### src/rtl/ula_arbitro.sv
`default_nettype none
// ============================================================================
//  Module   : ula_arbitro
//  Purpose  : Two-requester arbiter in front of a 6-bit ULA. It captures the
//             winning request, drives the ULA for one cycle, latches the
//             result and holds it on a valid/ready response port.
//  Revision : 1.0 - initial release
// ============================================================================
module ula_arbitro #(
    parameter int LARGURA = 6   // must match the ULA datapath width (6 only)
) (
    input  logic               clk,
    input  logic               reset,
    // requester 0
    input  logic               req0,
    input  logic [LARGURA-1:0] a0,
    input  logic [LARGURA-1:0] b0,
    input  logic [2:0]         op_sel0,
    input  logic               modo0,
    // requester 1
    input  logic               req1,
    input  logic [LARGURA-1:0] a1,
    input  logic [LARGURA-1:0] b1,
    input  logic [2:0]         op_sel1,
    input  logic               modo1,
    // grants
    output logic               gnt0,
    output logic               gnt1,
    // ULA side
    output logic [LARGURA-1:0] ula_A,
    output logic [LARGURA-1:0] ula_B,
    output logic [2:0]         ula_op_sel,
    output logic               ula_modo,
    output logic               ula_reset,
    input  logic [LARGURA-1:0] ula_O,
    input  logic               ula_zero,
    // response port
    output logic               resp_valid,
    output logic               resp_id,
    output logic [LARGURA-1:0] resp_O,
    output logic               resp_zero,
    input  logic               resp_ready,
    // status
    output logic               ocupado,
    output logic [7:0]         cont_ops
);

    typedef enum logic [1:0] {
        LIVRE = 2'd0,
        EXEC  = 2'd1,
        RESP  = 2'd2
    } estado_t;

    estado_t            r_estado;
    estado_t            w_estado_prox;

    logic               r_ptr;        // requester favoured when both ask
    logic               r_id;         // owner of the current transaction
    logic [LARGURA-1:0] r_a;
    logic [LARGURA-1:0] r_b;
    logic [2:0]         r_op;
    logic               r_modo;
    logic [LARGURA-1:0] r_resp_O;
    logic               r_resp_zero;
    logic [7:0]         r_cont;

    logic               w_tem_req;
    logic               w_vencedor;
    logic               w_aceita;
    logic               w_handshake;

    assign w_tem_req   = req0 | req1;
    // A lone request wins outright; a tie goes to the priority pointer.
    assign w_vencedor  = (req0 & req1) ? r_ptr : req1;
    assign w_aceita    = (r_estado == LIVRE) && w_tem_req;
    assign w_handshake = (r_estado == RESP) && resp_ready;

    // State register, cleared asynchronously so reset takes effect without a clock.
    always_ff @(posedge clk or posedge reset) begin
        if (reset) begin
            r_estado <= LIVRE;
        end else begin
            r_estado <= w_estado_prox;
        end
    end

    // Next-state logic and all state-decoded outputs (ULA held in reset outside EXEC).
    always_comb begin
        w_estado_prox = r_estado;
        gnt0          = 1'b0;
        gnt1          = 1'b0;
        ula_A         = '0;
        ula_B         = '0;
        ula_op_sel    = 3'd0;
        ula_modo      = 1'b0;
        ula_reset     = 1'b1;
        resp_valid    = 1'b0;
        ocupado       = 1'b1;
        case (r_estado)
            LIVRE: begin
                ocupado = 1'b0;
                if (w_tem_req) begin
                    w_estado_prox = EXEC;
                end
            end
            EXEC: begin
                gnt0          = ~r_id;
                gnt1          = r_id;
                ula_reset     = 1'b0;
                ula_A         = r_a;
                ula_B         = r_b;
                ula_op_sel    = r_op;
                ula_modo      = r_modo;
                w_estado_prox = RESP;
            end
            RESP: begin
                resp_valid = 1'b1;
                if (resp_ready) begin
                    w_estado_prox = LIVRE;
                end
            end
            default: begin
                w_estado_prox = LIVRE;
            end
        endcase
    end

    // Datapath: operand capture on acceptance, result capture at the end of
    // EXEC, pointer flip and completion count on the response handshake.
    always_ff @(posedge clk or posedge reset) begin
        if (reset) begin
            r_ptr       <= 1'b0;
            r_id        <= 1'b0;
            r_a         <= '0;
            r_b         <= '0;
            r_op        <= 3'd0;
            r_modo      <= 1'b0;
            r_resp_O    <= '0;
            r_resp_zero <= 1'b0;
            r_cont      <= 8'd0;
        end else begin
            if (w_aceita) begin
                r_id   <= w_vencedor;
                r_a    <= w_vencedor ? a1 : a0;
                r_b    <= w_vencedor ? b1 : b0;
                r_op   <= w_vencedor ? op_sel1 : op_sel0;
                r_modo <= w_vencedor ? modo1 : modo0;
            end
            if (r_estado == EXEC) begin
                r_resp_O    <= ula_O;
                r_resp_zero <= ula_zero;
            end
            if (w_handshake) begin
                r_ptr  <= ~r_id;
                r_cont <= r_cont + 8'd1;
            end
        end
    end

    assign resp_id   = r_id;
    assign resp_O    = r_resp_O;
    assign resp_zero = r_resp_zero;
    assign cont_ops  = r_cont;

endmodule
`default_nettype wire

### config.mk
export PLATFORM = sky130hd
export DESIGN_NAME = ula_arbitro
export DESIGN_NICKNAME = d
export VERILOG_FILES = /design/src/rtl/ula_arbitro.sv
export SDC_FILE = /design/constraint.sdc
export NUM_CORES = 1
export LEC_CHECK = 0
export CORE_MARGIN = 2
export CORE_UTILIZATION = 46
export CTS_BUF_LIST = sky130_fd_sc_hd__clkbuf_4 sky130_fd_sc_hd__clkbuf_8
export DETAILED_ROUTE_END_ITERATION = 7
export PLACE_DENSITY = 0.88
export SLEW_MARGIN = 0
export SYNTH_ARGS = -nofsm -noshare
export SYNTH_HDL_FRONTEND = slang
export SYNTH_SLANG_ARGS = --single-unit
### constraint.sdc
create_clock -name clk -period 3.6 [get_ports clk]
set_clock_uncertainty 0.05 [all_clocks]
set_input_delay 0.54 -clock clk [delete_from_list [all_inputs] [get_ports clk]]
set_output_delay 0.54 -clock clk [all_outputs]
set_load 0.03 [all_outputs]
; Word-level counts from Yosys, hierarchy flattened
; Index checks and enable logic that the tools add are counted.
; W data, S select, Z words.
[op_classes]
add_sub_neg = 1
n_mul = 0
div = 0
magnitude_cmp = 0
eq_ne = 4
n_shift = 0
mux = 17
bitwise_logic = 3
reduce_logical = 4
[op_table]
columns = op, count
row1 = $mux W6, 4
row2 = $add A8 B1 Y8 const B, 1
row3 = $mux W1, 8
row4 = $mux W3, 2
row5 = $pmux W2 S3, 1
row6 = $mux W2, 2
row7 = $ne A2 B2 Y1 const B, 2
row8 = $eq A2 B1 Y1 const B, 1
row9 = $eq A2 B2 Y1 const B, 1
row10 = $logic_and A1 B1 Y1, 2
row11 = $logic_not A2 Y1, 1
row12 = $reduce_and A2 Y1, 1
row13 = $and A1 B1 Y1, 1
row14 = $not A1 Y1, 1
row15 = $or A1 B1 Y1, 1
[word_totals]
regBits = 35
latchBits = 0
mem_bits_rw = 0
mem_bits_ro = 0
input_bits = 44
word_cells = 39
memories = 0

; Depth between registers and ports, before layout
; Gate-level depths: netlist of the first run.
[logic_depth]
word_depth = 3
mapped_depth = 6
ltp_nobuf = 4

; Worst setup path after synthesis of the first run
; Ideal clock, no wire load.
[synth_timing]
path_kind = reg2out
start = register r_estado[1]
end = output port gnt0
arrival_time_ns = 1.515
required_ns = 3.010
path_slack_ns = 1.495
stages_incl_launch_ff = 4
n_path_buf = 0
path_cell_list = dfrtp_1 nor2b_4 clkinv_1 nor2_1
[synth_via]
elab_chain_len = 2
[synth_lines]
columns = element, line
row1 = "start, declared", 54  ; estado_t r_estado;
row2 = "start signal, assigned", 83  ; r_estado <= w_estado_prox;
row3 = $eq A2 B1 Y1, 99  ; case (r_estado)
row4 = $mux W1, 99
row5 = "end, declared", 27  ; output logic gnt0,
; No other way between the ends.

; Final worst setup path of the first run
; Same ends and word-level chain as after synthesis.

==> results of run 1 <==
kinds of logic after synthesis:
logic type      share of synthesized area [%]
simple gates                             24.2
compound gates                           16.5
flops                                    48.7
buf+inv                                  5.91
xor+xnor                                 3.41
mux                                     0.626
fa+ha+maj                               0.695
worst min-delay path: stages, from the launching register on:
cell     delay, ns
dfrtp_1       0.34
nand2_1       0.05
nand2_1       0.05
area by class of cell:
cell class / instances / area [sq um]
Clock buffer: 6 / 82.6
Clock inverter: 1 / 5.00
Fill cell: 297 / 1040
Inverter: 5 / 23.8
Multi-Input combinational cell: 136 / 817
Sequential cell: 35 / 876
Tap cell: 48 / 60.1
Timing Repair Buffer: 81 / 808
power breakdown:
part	internal, mW	total, mW	switching (mW)
Sequential	0.570	0.700	0.131
Combinational	0.527	1.27	0.739
Clock	0.150	0.285	0.135
cells in the final DEF, fill, tap and decap left out, drive strengths merged, types with 2 or more instances in the layout:
cell           synthesis  layout
and2                  17      17
nand3                 19      19
dfrtp                 35      35
clkinv                 1       2
clkbuf                 5       6
xor2                   4       4
nor2                   5       5
clkdlybuf4s50          0      80
inv                    4       4
nor3                   2       2
a31oi                 16      16
a21oi                 16      16
o21ai                 19      19
xnor2                  3       3
nand2                 23      23
registers in the layout, indices dropped and copies added (netlist names):
signal,flops
r_estado,2
r_a,6
r_op,3
resp_O,6
r_modo,1
r_ptr,1
resp_zero,1
cont_ops,8
r_b,6
resp_id,1
metrics by stage:
step | cell area (sq um) | power, mW | setup slack (ns) | cells
after detailed placement | 2580 | 1.97 | 0.848 | 305
after floorplan | 1800 | 1.51 | 1.50 | 188
after CTS | 2670 | 2.27 | 0.525 | 312
after global routing | 2670 | 2.39 | 0.400 | 312
after global placement | 2580 | 1.94 | 0.928 | 305
final | 2670 | 2.25 | 0.560 | 312
worst paths after layout:
path	start	to	slack, ns	depth (start not counted)
max	r_estado[1]	gnt0	0.56	4
min	resp_O[4]	resp_O[4]	0.42	2
max reg2reg	r_estado[1]	resp_O[2]	1.89	4
min reg2reg	resp_O[4]	resp_O[4]	0.42	2
max in group asynchronous	reset	resp_O[2]	2.06	3
min in group asynchronous	reset	r_b[0]	0.74	2
layer usage:
metal,up-vias,wire (microns),global-route usage [%]
met5,-,0,0
met4,0,55,11.0
met3,6,351,7.09
met2,78,2320,38.3
met1,790,1770,24.0
li1,803,-,-
==> impl_metrics.env, run 1 <==
export IMPL_min_path_type="reg2reg"
export IMPL_cts_buffer_depth=2
export IMPL_worstPathCellList="nor2b_4 -> clkinv_1 -> nor2_1 -> clkdlybuf4s50_1"
export IMPL_criticalPathCategory="reg2out"
export IMPL_slew_violations=0
export IMPL_wire_per_inst_microns=14.4
export IMPL_die_area_sq_um=4430
export IMPL_dpl_hpwl_mm=3.18
export IMPL_critical_path_required_ns=3.01
export IMPL_synth_warnings=0
export IMPL_whs_ns=0.423
export IMPL_critPathMaxStageDelay_ns=0.68
export IMPL_num_vias=1677
export IMPL_worst_slew_pin_slew_ns=1.00
export IMPL_synth_area_sq_um=1800
export IMPL_synth_top_cell_area_share_pct=48.7
export IMPL_setup_violations=0
export IMPL_clock_sinks=35
export IMPL_ir_drop_v=0.000365
export IMPL_cp_top_family="buffers and inverters"
export IMPL_async_flop_share_pct=100
export IMPL_grt_pass1_wl_mm=7.17
export IMPL_cp_start_kind="flip-flop"
export IMPL_die_width_microns=66.5
export IMPL_grt_pass1_vias=1639
export IMPL_gp_congestion=0.706
export IMPL_drt_initial_drc_count=80
export IMPL_rsz0062_at_grt="false"
export IMPL_cts_resized=0
export IMPL_overflow=0
export IMPL_start_util_pct=48.4
export IMPL_crit_slowest_cell="clkdlybuf4s50_1"
export IMPL_synth_ff_type="dfrtp_1"
export IMPL_clockRootBuffer="clkbuf_8"
export IMPL_rows=22
export IMPL_drive_above_1_share_pct=7.95
export IMPL_status="finished, final reports clean"
export IMPL_via_per_inst=5.38
export IMPL_antenna_found_initial=0
export IMPL_synth_most_common_cell="dfrtp_1"
export IMPL_power_density_nw_per_um2=843
export IMPL_io_buffers=80
export IMPL_ys_types=36
export IMPL_synth_seq_cells=35
export IMPL_yosysSeqAreaShare_pct=48.7
export IMPL_ys_top_cells_by_area="dfrtp_1 (49%), and2_1 (5.9%), nand3_1 (5.3%)"
export IMPL_final_nets=309
export IMPL_cts_tree="done"
export IMPL_final_setup_tns_ns=0
export IMPL_clkLatencyLatePin_ns=0.28
export IMPL_fmax_mhz=329
export IMPL_cts_buffers=5
export IMPL_htree_levels=2
export IMPL_dr_pass1_iters=4
export IMPL_num_antenna_cells=0
export IMPL_crit_fanout=25
export IMPL_wirelength_mm=4.50
export IMPL_slew_limit_headroom_pct=33.2
export IMPL_avgSynthCellArea_sq_um=9.57
export IMPL_crit_arrival_ns=2.45
export IMPL_synth_edf_count=0
export IMPL_min_period_ns=3.04
export IMPL_finalHoldViolations=0
export IMPL_synth_fp_nets=233
export IMPL_leakage_nw=1.12
export IMPL_core_area_sq_um=3720
export IMPL_crit_buf_inv=2
export IMPL_worstSetupEndpointType="primary output"
export IMPL_synthTopCellsByCount="dfrtp_1 (35), nand2_1 (23), nand3_1 (19), o21ai_0 (19), and2_1 (17)"
export IMPL_max_cap_violations=0
export IMPL_grt_start_max_net_pins=28
export IMPL_cts_reportedPaths_clkPinSlew_ns=0.07
export IMPL_post_cts_setup_buffer_count=0
export IMPL_grt_use_total_pct=22.1
export IMPL_final_antenna_net_count=0
export IMPL_die_y_microns=66.5
export IMPL_period_share_pct=84.4
export IMPL_syn_to_final_growth_pct=48.5
export IMPL_ctsHoldBuffers=0
export IMPL_syn_inst=188
export IMPL_yosysTopAreaCell="dfrtp_1"
export IMPL_ioPinCount=81
export IMPL_fin_util_pct=71.9
export IMPL_drc=0
(Power assumes the default switching activity.)
==> run 2: changes to the inputs <==
--- a/config.mk
+++ b/config.mk
@@ -6,10 +6,10 @@
 export NUM_CORES = 1
 export LEC_CHECK = 0
 export CORE_MARGIN = 2
-export CORE_UTILIZATION = 46
+export CORE_UTILIZATION = 43
 export CTS_BUF_LIST = sky130_fd_sc_hd__clkbuf_4 sky130_fd_sc_hd__clkbuf_8
 export DETAILED_ROUTE_END_ITERATION = 7
-export PLACE_DENSITY = 0.88
+export PLACE_DENSITY = 0.83
 export SLEW_MARGIN = 0
 export SYNTH_ARGS = -nofsm -noshare
 export SYNTH_HDL_FRONTEND = slang
==> constraint.sdc (replaced) <==
create_clock -name clk -period 2.9 [get_ports clk]
set_clock_uncertainty 0.05 [all_clocks]
set_input_delay 0.435 -clock clk [delete_from_list [all_inputs] [get_ports clk]]
set_output_delay 0.435 -clock clk [all_outputs]
set_load 0.03 [all_outputs]
==> run 2 against run 1 <==
  * Sequential cell count is the same
  * Total power grew 24%
  * Final area grew 0.94%
  * Non-clock buffer count grew 3
  * Register-to-register slack lost 0.59 ns
  * Critical path depth is the same
  * Critical path type unchanged
  * Largest power group unchanged
==> impl_metrics.env, run 2 (same netlist as run 1, synthesis figures left out) <==
export IMPL_status="finished, final reports clean"
export IMPL_max_cap_violations=0
export IMPL_cts_tree="done"
export IMPL_rrSetupSlack_ns=1.30
export IMPL_use_met1_pct=25.4
export IMPL_fin_total_pwr_mw=2.80
export IMPL_ioPinCount=81
export IMPL_setup_violations=0
export IMPL_die_area_sq_um=4720
export IMPL_slew_violations=0
export IMPL_htree_levels=2
export IMPL_num_vias=1636
export IMPL_dr_pass1_iters=4
export IMPL_criticalPathCategory="reg2out"
export IMPL_clkLatencyLatePin_ns=0.28
export IMPL_r2r_end="r_a[0]"
export IMPL_finalHoldViolations=0
export IMPL_antenna_found_initial=0
export IMPL_cts_reportedPaths_clkPinSlew_ns=0.07
export IMPL_wire_per_inst_microns=13.7
export IMPL_use_met2_pct=34.6
export IMPL_crit_fanout=15
export IMPL_worstSetupEndpointType="primary output"
export IMPL_clock_sinks=35
export IMPL_drc=0
export IMPL_wirelength_mm=4.35
export IMPL_use_met3_pct=6.49
export IMPL_ir_drop_v=0.000448
export IMPL_holdPathStages=1
export IMPL_clockRootBuffer="clkbuf_8"
export IMPL_cts_buffer_depth=2
export IMPL_grt_start_max_net_pins=36
export IMPL_io_buffers=80
export IMPL_leakage_nw=1.14
export IMPL_slew_limit_headroom_pct=56.8
export IMPL_cp_start_kind="flip-flop"
export IMPL_drt_initial_drc_count=73
export IMPL_grt_pass1_vias=1587
export IMPL_overflow=0
export IMPL_final_nets=312
export IMPL_cts_resized=0
export IMPL_final_antenna_net_count=0
export IMPL_ctsHoldBuffers=0
export IMPL_grt_pass1_wl_mm=7.13
export IMPL_worst_slew_pin_slew_ns=0.648
export IMPL_rsz0062_at_grt="false"
export IMPL_setup_worst_path_start="r_estado[1]"
export IMPL_r2r_start="r_estado[1]"
export IMPL_worstSetupEndpoint="ula_op_sel[2]"
export IMPL_start_util_pct=45.0
export IMPL_min_path_type="reg2reg"
export IMPL_worst_r2r_path_depth=4
export IMPL_layout_common_cells="clkdlybuf4s50_1 (80), dfrtp_1 (35), nand2_1 (23), nand3_1 (19), o21ai_0 (19)"
export IMPL_final_common_cell="clkdlybuf4s50_1"
export IMPL_dpl_hpwl_mm=3.15
export IMPL_syn_to_final_growth_pct=49.9
export IMPL_critical_path_required_ns=2.41
export IMPL_post_cts_setup_buffer_count=0
export IMPL_period_share_pct=88.7
export IMPL_final_setup_tns_ns=0
export IMPL_rows=23
export IMPL_num_antenna_cells=0
export IMPL_crit_arrival_ns=2.09
export IMPL_die_width_microns=68.7
export IMPL_cts_buffers=5
export IMPL_min_period_ns=2.57
export IMPL_grt_use_total_pct=20.6
export IMPL_drive_above_1_share_pct=8.99
export IMPL_nFillCells=339
export IMPL_largest_reg_flops=8
export IMPL_via_per_inst=5.16
export IMPL_grt_busiest_layer="met2"
export IMPL_fmax_mhz=389
export IMPL_die_y_microns=68.7
export IMPL_core_area_sq_um=4000
export IMPL_power_density_nw_per_um2=1040
export IMPL_gp_congestion=0.704
run 2: metal layers:
metal  wire length, microns  vias to the layer above
li1                       -                      806
met1                   1850                      757
met2                   2100                       68
met3                    370                        5
met4                     42                        0
met5                      0                        -
run 2: power breakdown:
| part | leakage, nW | switching, mW | internal, mW |
|---|---|---|---|
| clock | 0.0470 | 0.164 | 0.186 |
| combinational | 0.669 | 0.907 | 0.672 |
| sequential | 0.419 | 0.160 | 0.707 |
| total | 1.14 | 1.23 | 1.57 |
run 2: worst max-delay path, cell delays in order, from the launching register on:
cell,delay [ns]
dfrtp_1,0.49
nor2b_4,0.27
buf_4,0.24
and2_1,0.15
clkdlybuf4s50_1,0.66
run 2: through the flow:
step           cell area [sq um]  hold WS [ns]  setup WS (ns)  cells  utilization, %
2_1_floorplan               1800         0.406          0.900    188               -
3_3_place_gp                2610         0.406          0.664    310            65.2
3_5_place_dp                2610         0.411          0.610    310            65.2
4_1_cts                     2700         0.421          0.298    317            67.4
5_1_grt                     2700         0.460          0.189    317            67.4
6_report                    2700         0.418          0.327    317            67.4
run 2: final cells by class:
| cell class | count | area, sq um | area share (%) |
|---|---|---|---|
| flip-flops and latches | 35 | 876 | 32.5 |
| repair buffers | 84 | 831 | 30.8 |
| multi-input cells | 136 | 817 | 30.3 |
| clock buffers | 6 | 82.6 | 3.06 |
| well taps | 50 | 62.6 | 2.32 |
| inverters | 5 | 23.8 | 0.881 |
| clock inverters | 1 | 5.00 | 0.186 |
run 2: worst min-delay path by stage:
stage / to / start / slack [ns]
finish: cont_ops[7] / cont_ops[7] / 0.42
floorplan: r_ptr / r_ptr / 0.41
global placement: cont_ops[7] / cont_ops[7] / 0.41
detailed placement: cont_ops[7] / cont_ops[7] / 0.41
CTS: cont_ops[7] / cont_ops[7] / 0.42
global route: resp_O[3] / resp_O[3] / 0.46
